--- src/rtl/segment_to_binary.sv ---
// Recovers per-digit codes from a multiplexed 7-segment display drive.
// Each anode/cathode pair must be stable for STABLE_CYCLES samples before its digit is captured.
module segment_to_binary #(
  parameter int STABLE_CYCLES = 4
) (
  input  logic        clk,
  input  logic        rst_n,
  input  logic [6:0]  seg_in,
  input  logic [3:0]  an_in,
  output logic [19:0] codes_out,
  output logic [3:0]  digit_valid,
  output logic        frame_valid,
  output logic        bad_pattern,
  output logic        anode_err
);

  localparam logic [3:0] STABLE = 4'(STABLE_CYCLES);

  typedef enum logic [1:0] {ST_WAIT, ST_TRACK, ST_HELD} state_t;

  state_t      state_q, state_d;
  logic [10:0] sample_q, prev_q;
  logic [3:0]  cnt_q, cnt_d;
  logic [19:0] codes_q, codes_d;
  logic [3:0]  valid_q, valid_d;
  logic        frame_q, frame_d;
  logic        bad_q, bad_d;
  logic        aerr_q, aerr_d;

  logic        changed;
  logic        capture;
  logic [3:0]  sel;
  logic        one_hot;
  logic [4:0]  code;

  function automatic logic [4:0] decode(input logic [6:0] s);
    case (s)
      7'b0000001: decode = 5'd0;
      7'b1001111: decode = 5'd1;
      7'b0010010: decode = 5'd2;
      7'b0000110: decode = 5'd3;
      7'b1001100: decode = 5'd4;
      7'b0100100: decode = 5'd5;
      7'b0100000: decode = 5'd6;
      7'b0001111: decode = 5'd7;
      7'b0000000: decode = 5'd8;
      7'b0000100: decode = 5'd9;
      7'b0001000: decode = 5'd10;
      7'b1100000: decode = 5'd11;
      7'b0110001: decode = 5'd12;
      7'b1000010: decode = 5'd13;
      7'b0110000: decode = 5'd14;
      7'b0111000: decode = 5'd15;
      7'b1110001: decode = 5'd16;
      7'b1111110: decode = 5'd17;
      7'b1111111: decode = 5'd18;
      7'b0011000: decode = 5'd19;
      7'b1101010: decode = 5'd20;
      7'b1001000: decode = 5'd21;
      7'b1000001: decode = 5'd22;
      7'b0111001: decode = 5'd23;
      default:    decode = 5'd31;
    endcase
  endfunction

  // Change detection compares two registered samples, so raw pins never feed logic directly.
  assign changed = (sample_q != prev_q);
  assign sel     = ~sample_q[10:7];
  assign one_hot = (sel != 4'd0) && ((sel & (sel - 4'd1)) == 4'd0);
  assign code    = decode(sample_q[6:0]);

  always_comb begin
    if (changed)
      cnt_d = 4'd1;
    else if (cnt_q >= STABLE)
      cnt_d = STABLE;
    else
      cnt_d = cnt_q + 4'd1;
  end

  always_comb begin
    state_d = state_q;
    capture = 1'b0;
    case (state_q)
      ST_WAIT:  if (changed) state_d = ST_TRACK;
      ST_TRACK: begin
        if (changed) begin
          state_d = ST_TRACK;
        end else if (cnt_d == STABLE) begin
          state_d = ST_HELD;
          capture = 1'b1;
        end
      end
      ST_HELD:  if (changed) state_d = ST_TRACK;
      default:  state_d = ST_WAIT;
    endcase
  end

  // A completed frame clears on the next edge; a capture landing on that edge still sets its bit.
  always_comb begin
    codes_d = codes_q;
    valid_d = (valid_q == 4'hF) ? 4'd0 : valid_q;
    bad_d   = bad_q;
    aerr_d  = aerr_q;
    if (capture && (sel != 4'd0)) begin
      if (one_hot) begin
        for (int k = 0; k < 4; k++) begin
          if (sel[k]) begin
            codes_d[5*k +: 5] = code;
            valid_d[k]        = 1'b1;
          end
        end
        if (code == 5'd31) bad_d = 1'b1;
      end else begin
        aerr_d = 1'b1;
      end
    end
    frame_d = (valid_d == 4'hF);
  end

  always_ff @(posedge clk or negedge rst_n) begin
    if (!rst_n) begin
      state_q  <= ST_WAIT;
      sample_q <= 11'h7FF;
      prev_q   <= 11'h7FF;
      cnt_q    <= 4'd0;
      codes_q  <= 20'd0;
      valid_q  <= 4'd0;
      frame_q  <= 1'b0;
      bad_q    <= 1'b0;
      aerr_q   <= 1'b0;
    end else begin
      state_q  <= state_d;
      sample_q <= {an_in, seg_in};
      prev_q   <= sample_q;
      cnt_q    <= cnt_d;
      codes_q  <= codes_d;
      valid_q  <= valid_d;
      frame_q  <= frame_d;
      bad_q    <= bad_d;
      aerr_q   <= aerr_d;
    end
  end

  assign codes_out   = codes_q;
  assign digit_valid = valid_q;
  assign frame_valid = frame_q;
  assign bad_pattern = bad_q;
  assign anode_err   = aerr_q;

endmodule

--- config.mk ---
export PLATFORM = sky130hd
export DESIGN_NAME = segment_to_binary
export DESIGN_NICKNAME = d
export VERILOG_FILES = /design/src/rtl/segment_to_binary.sv
export SDC_FILE = /design/constraint.sdc
export NUM_CORES = 1
export LEC_CHECK = 0
export ABC_AREA = 1
export CAP_MARGIN = 20
export CORE_ASPECT_RATIO = 1.5
export CORE_MARGIN = 4
export CORE_UTILIZATION = 45
export CTS_BUF_LIST = sky130_fd_sc_hd__clkbuf_2 sky130_fd_sc_hd__clkbuf_4 sky130_fd_sc_hd__clkbuf_8
export CTS_CLUSTER_SIZE = 8
export DETAILED_ROUTE_END_ITERATION = 10
export GPL_TIMING_DRIVEN = 0
export PLACE_DENSITY_LB_ADDON = 0.08
export SYNTH_ARGS = -nofsm -noshare
export SYNTH_HDL_FRONTEND = slang
export SYNTH_SLANG_ARGS = --single-unit
export TNS_END_PERCENT = 10
--- constraint.sdc ---
create_clock -name clk -period 3.5 [get_ports clk]
set_input_delay 0.7 -clock clk [delete_from_list [all_inputs] [get_ports clk]]
set_output_delay 0.7 -clock clk [all_outputs]
set_load 0.005 [all_outputs]
==> reports/qor.yml, run 1 <==
fin_crit_sh: 0.573
power_leakage_nw: 1.65
n_antenna_cell: 0
yosysWarnings: 0
clk_pin_slew_ns: 0.10
setup_tns_ns: 0
layout_common_cells: "nand2_1 (101), clkdlybuf4s50_1 (38), dfrtp_1 (33)"
place_inst: 408
max_freq_mhz: 498
antenna_found_initial: 0
synthSimpleGateAreaFrac: 0.345
hold_viol_final: 0
crit_path_frequent_cell: "nand2_1"
synth-adder-area-share: 0.00474
cp_cell_sequence: "buf_6, nand2_1, nor3_1, nand2_1, nand2_1, nor3_2, nand3_2, nor2_2, nor2_1, o21ai_1"
drc: 0
hold_path_class: "input port to asynchronous set/reset pin"
synth_top_family_by_area: "simple AND/OR/NAND/NOR gates"
cts_buffer_depth: 2
synth_area_per_cell_sq_um: 8.86
portBuffers: 39
grt_max_degree: 40
grt_first_pass_wirelength_um: 9320
critPathSlowestCell: "dfstp_2"
post_cts_buffers: 0
finalSetupViolations: 0
drtPass1Iterations: 4
synthCells: 298
layout_setup_ws_ns: 1.49
synth-seq-area-share: 0.532
synth-async-reset-ratio: 1.00
drv_cap: 0
critPathArrivalTime_ns: 2.20
slowest_delay_ns: 0.55
io_pins: 40
final_area_sq_um: 3250
routed_wirelength_um: 5390
report.final.slew_viol_count: 0
vias_per_cell: 4.86
peakVddDrop_uv: 249
gp_congestion: 0.851
ys.flop_type: "dfrtp_1"
cts_resized: 0
yosys.cell_types.count: 39
dp_slack_ns: 1.48
period_minus_slack_ns: 2.01
n_fill_cell: 505
layout_commonest_cell: "nand2_1"
area_growth_pct: 23.3
grt_setup_unrepaired: "false"
cts_hold_buf: 0
start_kind: "flop"
skew_ns: 0.00586
synth_mux_area_frac: 0
fin_cells: 416
post_dp_cell_area_sq_um: 3130
cp_max_fo: 8
drtIter0Drc: 83
core_area_sq_um: 5570
die_w_um: 70.5
die_h_um: 102
final_nets: 359
hold_slack_ns: 0.300
final_layout_size_suffix_gt1_frac: 0.208
synth_edf_count: 0
rows: 33
htreeDepth: 2
power_density_nw_per_um2: 375
globalRouteOverflowTotal: 0
cts.sink_count: 55
dp_hpwl_um: 4160
crit_type: "flop to flop"
cts_made_buffers: 5
synth-seq-cells: 55
critPathRequiredTime_ns: 3.69
grt_use_total: 0.164
cts_tree: "done"
cp-end-kind: "flop"
wl_per_cell_um: 13.0
vias: 2022
synth_nets: 312
syn-cell-area_sq_um: 2640
insertion_delay_ns: 0.31
status: "finished clean"
synth-xor-area-share: 0.0161
drtAntennaViolNets: 0
initial_core_util: 0.474
synth-compound-area-share: 0.0431
root_buffer: "clkbuf_8"
grt_pass1_vias: 2008
dieArea_sq_um: 7180
[state kept, by name, indices dropped and copies added (netlist names)]
register     count
codes_out       20
cnt_q            4
frame_valid      1
digit_valid      4
state_q          2
prev_q          11
bad_pattern      1
anode_err        1
sample_q        11
[logic make-up (layout without fill, tap and decap cells)]
kind of cell	Yosys count	in the layout
AO/OA/AOI/OAI	17	17
AND/OR/NAND/NOR	187	187
other	1	1
buffers and inverters	33	81
XOR/XNOR	4	4
adder cells (fa/ha/maj)	1	1
flip-flops	55	55
[cell type report]
cell class,instances,area [sq um],area share
tap,70,87.6,0.0269
timing repair buffer,40,405,0.125
inverter,30,114,0.0350
sequential,55,1400,0.431
multi-input combinational,210,1080,0.333
buffer,3,37.5,0.0115
clock inverter,2,38.8,0.0119
clock buffer,6,82.6,0.0254
[power breakdown]
part | total (mW) | leakage, nW | switching (mW) | internal (mW)
Clock | 0.440 | 0.0618 | 0.204 | 0.235
Combinational | 0.108 | 0.912 | 0.0684 | 0.0393
Sequential | 0.672 | 0.680 | 0.0124 | 0.660
[path summary, 6_finish.rpt]
| path | start | end | slack (ns) | cells past startpoint |
|---|---|---|---|---|
| max | sample_q[3]$_DFF_PN1_ | codes_out[9]$_DFFE_PN0P_ | 1.49 | 10 |
| min | rst_n | digit_valid[3]$_DFF_PN0_ | 0.30 | 1 |
| max reg2reg | sample_q[3]$_DFF_PN1_ | codes_out[9]$_DFFE_PN0P_ | 1.49 | 10 |
| min reg2reg | sample_q[4]$_DFF_PN1_ | prev_q[4]$_DFF_PN1_ | 0.38 | 0 |
| max in group asynchronous | rst_n | prev_q[6]$_DFF_PN1_ | 2.61 | 2 |
| min in group clk | sample_q[4]$_DFF_PN1_ | prev_q[4]$_DFF_PN1_ | 0.38 | 0 |
[Yosys cell counts (2+ instances only)]
master   count  share of area
nand2_1    101           0.14
dfrtp_1     33           0.31
nand3_1     26          0.049
dfstp_2     22           0.22
nor2_1      22          0.031
inv_1       19          0.027
inv_2       10          0.014
nor3_1      10          0.019
nand4_1      5          0.012
nand4_2      4          0.019
o21ai_1      4         0.0076
o21ai_2      4          0.013
a21oi_1      3         0.0057
nor2_2       3         0.0071
buf_6        2         0.0085
nand2_2      2         0.0047
nor2_4       2         0.0085
nor2_8       2          0.015
nor3_2       2         0.0076
or2_2        2         0.0047
xnor2_1      2         0.0066
[per-layer routing]
layer / routed length [um] / track usage / vias up
met4: 119 / 0.0680 / 0
met1: 2320 / 0.199 / 929
met2: 2800 / 0.286 / 37
li1: - / - / 1045
met5: 0 / 0 / -
met3: 160 / 0.0335 / 11
[stage by stage]
step | power [mW] | utilization
after floorplan | 0.747 | -
after global placement | 0.790 | 0.559
after detailed placement | 0.793 | 0.562
after CTS | 1.24 | 0.584
after global routing | 1.28 | 0.584
final | 1.22 | 0.584
[critical path, delay by kind of cell, from the launching register on]
kind                   cells  cell delay [ns]
AND/OR/NAND/NOR            8             1.11
flip-flops                 1             0.55
buffers and inverters      1             0.13
AO/OA/AOI/OAI              1             0.09
No activity file was read; power rests on OpenSTA's default activity.
==> run 2: changes to the inputs <==
==> constraint.sdc (replaced) <==
create_clock -name clk -period 1.73 [get_ports clk]
set_input_delay 0.346 -clock clk [delete_from_list [all_inputs] [get_ports clk]]
set_output_delay 0.346 -clock clk [all_outputs]
set_load 0.005 [all_outputs]
==> reports/qor.yml, run 2 (synthesized netlist as in run 1, its figures left out) <==
drtAntennaViolNets: 0
multi_input_area_sq_um: 1370
n_fill_cell: 463
place_inst: 408
vias: 2182
skew_ns: 0.00504
drtPass1Iterations: 4
report.final.slew_viol_count: 0
root_buffer: "clkbuf_8"
slowest_delay_ns: 0.55
grt_pass1_vias: 2199
fin_cells: 429
drtIter0Drc: 149
hold_slack_ns: 0.377
power_leakage_nw: 1.81
antenna_found_initial: 0
area_growth_pct: 38.9
period_minus_slack_ns: 1.94
grt_setup_unrepaired: "true"
max_freq_mhz: 517
cts_buffer_depth: 2
insertion_delay_ns: 0.30
critPathArrivalTime_ns: 2.18
p_sw_mw: 0.586
largest_reg_flops: 20
htreeDepth: 2
layout_setup_ws_ns: -0.206
cts_tree: "done"
cts_made_buffers: 5
clk_pin_slew_ns: 0.09
top_usage_layer: "met2"
critPathRequiredTime_ns: 1.97
grt_max_degree: 40
layout_commonest_cell: "nand2_1"
grt_use_total: 0.175
die_w_um: 70.5
rows: 33
p_int_mw: 1.77
core_area_sq_um: 5570
final_area_sq_um: 3670
finalSetupViolations: 23
clock_power_share: 0.294
cp_cell_sequence: "buf_6, buf_4, nand2_1, nor2_2, nand2_1, nand2_1, nor2_1, and2_0, o21ai_4, nand3_2, nand2_2"
p_seq_frac: 0.578
seqCellArea_sq_um: 1400
use_met3: 0.0335
io_pins: 40
vias_per_cell: 5.09
crit_path_frequent_cell: "nand2_1"
grt_first_pass_wirelength_um: 10000
critPathSlowestCell: "dfstp_2"
drv_cap: 0
status: "finished with violations"
peakVddDrop_uv: 449
power_density_nw_per_um2: 642
final_layout_size_suffix_gt1_frac: 0.334
crit_type: "flop to flop"
grtUsageMet2: 0.325
hold_path_class: "flop to flop"
cts.sink_count: 55
layout_common_cells: "nand2_1 (86), clkdlybuf4s50_1 (38), dfrtp_1 (33)"
netSwitchingFraction: 0.249
post-route-util: 0.658
dieArea_sq_um: 7180
start_kind: "flop"
final_nets: 372
violations: "negative setup slack"
hold_viol_final: 0
gp_congestion: 0.806
cp-end-kind: "flop"
routed_wirelength_um: 5900
combPwrFrac: 0.128
cp_max_fo: 5
post_dp_cell_area_sq_um: 3130
drc: 0
dp_hpwl_um: 4270
initial_core_util: 0.474
die_h_um: 102
portBuffers: 39
globalRouteOverflowTotal: 0
wl_per_cell_um: 13.8
n_antenna_cell: 0
fin_crit_sh: 1.12
use_met1: 0.201
## run 2: routing by layer
metal / vias up / share of wire
met5: - / 0
met4: 0 / 0.022
met3: 11 / 0.044
met2: 52 / 0.54
met1: 1044 / 0.39
li1: 1075 / -
## run 2: what timing repair did
action                                  CTS  global route
pin swaps                                 9            15
hold endpoints to repair                 12             0
gates cloned                              1             0
endpoints found under the setup margin   26            29
gates resized for setup                  39            27
hold buffers                              1             0
setup buffers                             6             5
## run 2: per-stage QoR
stage,power [mW],setup slack (ns),setup TNS (ns)
2_1_floorplan,1.51,-0.0152,-0.152
3_3_place_gp,1.60,-1.29,-62.52
3_5_place_dp,1.60,-0.300,-4.94
4_1_cts,2.35,-0.225,-4.45
5_1_grt,2.47,-0.303,-6.60
6_report,2.35,-0.206,-3.91
## run 2: layout make-up
type,count,share of cell area
clock buffers,7,0.0229
repair buffers,53,0.152
clock inverters,1,0.00137
plain buffers,3,0.0102
flip-flops and latches,55,0.383
inverters,30,0.0321
well taps,70,0.0239
multi-input cells,210,0.374
## run 2: worst paths after layout
kind / slack, ns / endpoint / startpoint / cells after the start
setup / recovery: -0.21 / codes_out[17]$_DFFE_PN0P_ / sample_q[3]$_DFF_PN1_ / 11
hold / removal: 0.38 / prev_q[3]$_DFF_PN1_ / sample_q[3]$_DFF_PN1_ / 0
setup reg to reg: -0.21 / codes_out[17]$_DFFE_PN0P_ / sample_q[3]$_DFF_PN1_ / 11
hold reg to reg: 0.38 / prev_q[3]$_DFF_PN1_ / sample_q[3]$_DFF_PN1_ / 0
max in group asynchronous: 0.64 / sample_q[6]$_DFF_PN1_ / rst_n / 3
min in group asynchronous: 0.50 / codes_out[4]$_DFFE_PN0P_ / rst_n / 2
## run 2: power by group through the flow
stage | Clock (mW) | Sequential (mW) | Combinational [mW]
after global routing | 0.775 | 1.37 | 0.330
after floorplan | 0 | 1.38 | 0.135
after detailed placement | 0 | 1.38 | 0.220
final | 0.692 | 1.36 | 0.301
after CTS | 0.723 | 1.36 | 0.270
after global placement | 0 | 1.38 | 0.214
## run 2: worst max-delay path, delay by kind of cell (launching register included)
kind | cells | cell delay (ns)
AOI/OAI and AO/OA | 1 | 0.10
buffers and inverters | 2 | 0.25
DFF | 1 | 0.55
and+or+nand+nor | 8 | 0.99
==> run 3: changes to the inputs <==
--- a/config.mk
+++ b/config.mk
@@ -14,7 +14,8 @@
 export CTS_CLUSTER_SIZE = 8
 export DETAILED_ROUTE_END_ITERATION = 10
 export GPL_TIMING_DRIVEN = 0
-export PLACE_DENSITY_LB_ADDON = 0.08
+export HOLD_SLACK_MARGIN = 0.12
+export PLACE_DENSITY = 0.76
 export SYNTH_ARGS = -nofsm -noshare
 export SYNTH_HDL_FRONTEND = slang
 export SYNTH_SLANG_ARGS = --single-unit
==> reports/qor.yml, run 3 (synthesized netlist as in run 1, its figures left out) <==
die_w_um: 70.5
drtPass1Iterations: 4
r2r_cells: 12
cp_cell_sequence: "buf_6, nand2_2, nand2_2, nand2_4, nor2_4, nand4_4, nor2_8, buf_12, nand4_4, nand2_2, nand2_1, nor2_1"
hold_path_class: "flop to flop"
period_minus_slack_ns: 1.94
slowest_delay_ns: 0.55
dp_hpwl_um: 4250
cp-endpoint: "frame_valid$_DFF_PN0_"
rows: 33
layout_commonest_cell: "nand2_1"
final_layout_size_suffix_gt1_frac: 0.311
antenna_found_initial: 0
cts_tree: "done"
wl_per_cell_um: 14.5
peakVddDrop_uv: 469
gp_congestion: 0.881
crit_path_frequent_cell: "nand2_2"
critPathRequiredTime_ns: 1.97
regToRegSetupSlack_ns: -0.21
cp-end-kind: "flop"
cts.sink_count: 55
critPathArrivalTime_ns: 2.18
io_pins: 40
drtAntennaViolNets: 0
globalRouteOverflowTotal: 0
initial_core_util: 0.474
power_mw: 2.51
dp_slack_ns: -0.355
htreeDepth: 2
startpoint: "sample_q[4]$_DFF_PN1_"
grt_first_pass_wirelength_um: 10500
critical_path_buf_inv_count: 2
portBuffers: 39
largest_reg_flops: 20
area_growth_pct: 37.0
post-route-util: 0.649
final_nets: 370
grt_use_total: 0.184
core_area_sq_um: 5570
finalSetupViolations: 26
status: "finished with violations"
layout_setup_ws_ns: -0.210
clk_pin_slew_ns: 0.10
path_depth: 12
root_buffer: "clkbuf_8"
grt_max_degree: 44
crit_type: "flop to flop"
cts_made_buffers: 5
start_kind: "flop"
n_fill_cell: 467
die_h_um: 102
power_density_nw_per_um2: 695
report.final.slew_viol_count: 0
insertion_delay_ns: 0.30
cts_buffer_depth: 2
r2r_end: "frame_valid$_DFF_PN0_"
hold_viol_final: 0
drtIter0Drc: 105
power_leakage_nw: 1.78
cp_max_fo: 7
drv_cap: 0
grt_pass1_vias: 2225
n_antenna_cell: 0
hold_slack_ns: 0.377
skew_ns: 0.00923
vias: 2166
grt_setup_unrepaired: "true"
dieArea_sq_um: 7180
cp_top_family: "simple AND/OR/NAND/NOR gates"
layout_common_cells: "nand2_1 (89), clkdlybuf4s50_1 (38), dfrtp_1 (33)"
r2r-start: "sample_q[4]$_DFF_PN1_"
routed_wirelength_um: 6200
critPathSlowestCell: "dfstp_2"
vias_per_cell: 5.07
max_freq_mhz: 516
violations: "negative setup slack"
fin_crit_sh: 1.12
drc: 0
run 3: changes by cell type in the layout (fill, tap and decap cells not counted), moves of 2 or more:
cell	delta
nand2_1	+3
nor2_1	+3
nor2_2	-3
buf_6	-2
nand2_4	-2
run 3: timing repair:
| item | CTS | global route |
|---|---|---|
| gates cloned | 0 | 0 |
| hold endpoints to repair | 8 | 0 |
| pin swaps | 8 | 9 |
| setup endpoints to repair | 26 | 29 |
| setup buffers | 3 | 7 |
| hold buffers | 1 | 0 |
| resized for setup | 29 | 24 |
run 3: cell type report:
class	count	area, sq um	area share
multi-input cells	210	1320	0.366
repair buffers	51	528	0.146
clock buffers	7	83.8	0.0232
clock inverters	1	30.0	0.00830
inverters	30	123	0.0339
plain buffers	3	37.5	0.0104
well taps	70	87.6	0.0242
flip-flops and latches	55	1400	0.388
run 3: per-layer routing:
metal  global-route usage  wire [um]
met1                0.228       2550
met2                0.323       3270
met3               0.0295        220
met4               0.0724        159
met5                    0          0
run 3: worst min-delay path by stage:
stage / start / endpoint / slack, ns / cells past startpoint
after detailed placement: rst_n / digit_valid[3]$_DFF_PN0_ / 0.25 / 1
after global routing: sample_q[3]$_DFF_PN1_ / prev_q[3]$_DFF_PN1_ / 0.38 / 0
after global placement: sample_q[4]$_DFF_PN1_ / prev_q[4]$_DFF_PN1_ / 0.36 / 0
final: sample_q[3]$_DFF_PN1_ / prev_q[3]$_DFF_PN1_ / 0.38 / 0
after CTS: sample_q[3]$_DFF_PN1_ / prev_q[3]$_DFF_PN1_ / 0.38 / 0
after floorplan: rst_n / anode_err$_DFFE_PN0P_ / 0.05 / 0
run 3: stage by stage:
stage	setup TNS (ns)	instance area, sq um	std cells
finish	-3.80	3620	427
global route	-6.81	3620	427
CTS	-3.69	3430	420
detailed placement	-5.98	3130	408
global placement	-60.99	3120	407
floorplan	-0.152	2640	298
run 3: where the power goes:
part	internal, mW	leakage, nW	switching [mW]
registers	1.33	0.680	0.0264
logic	0.109	1.04	0.182
clock network	0.465	0.0593	0.398
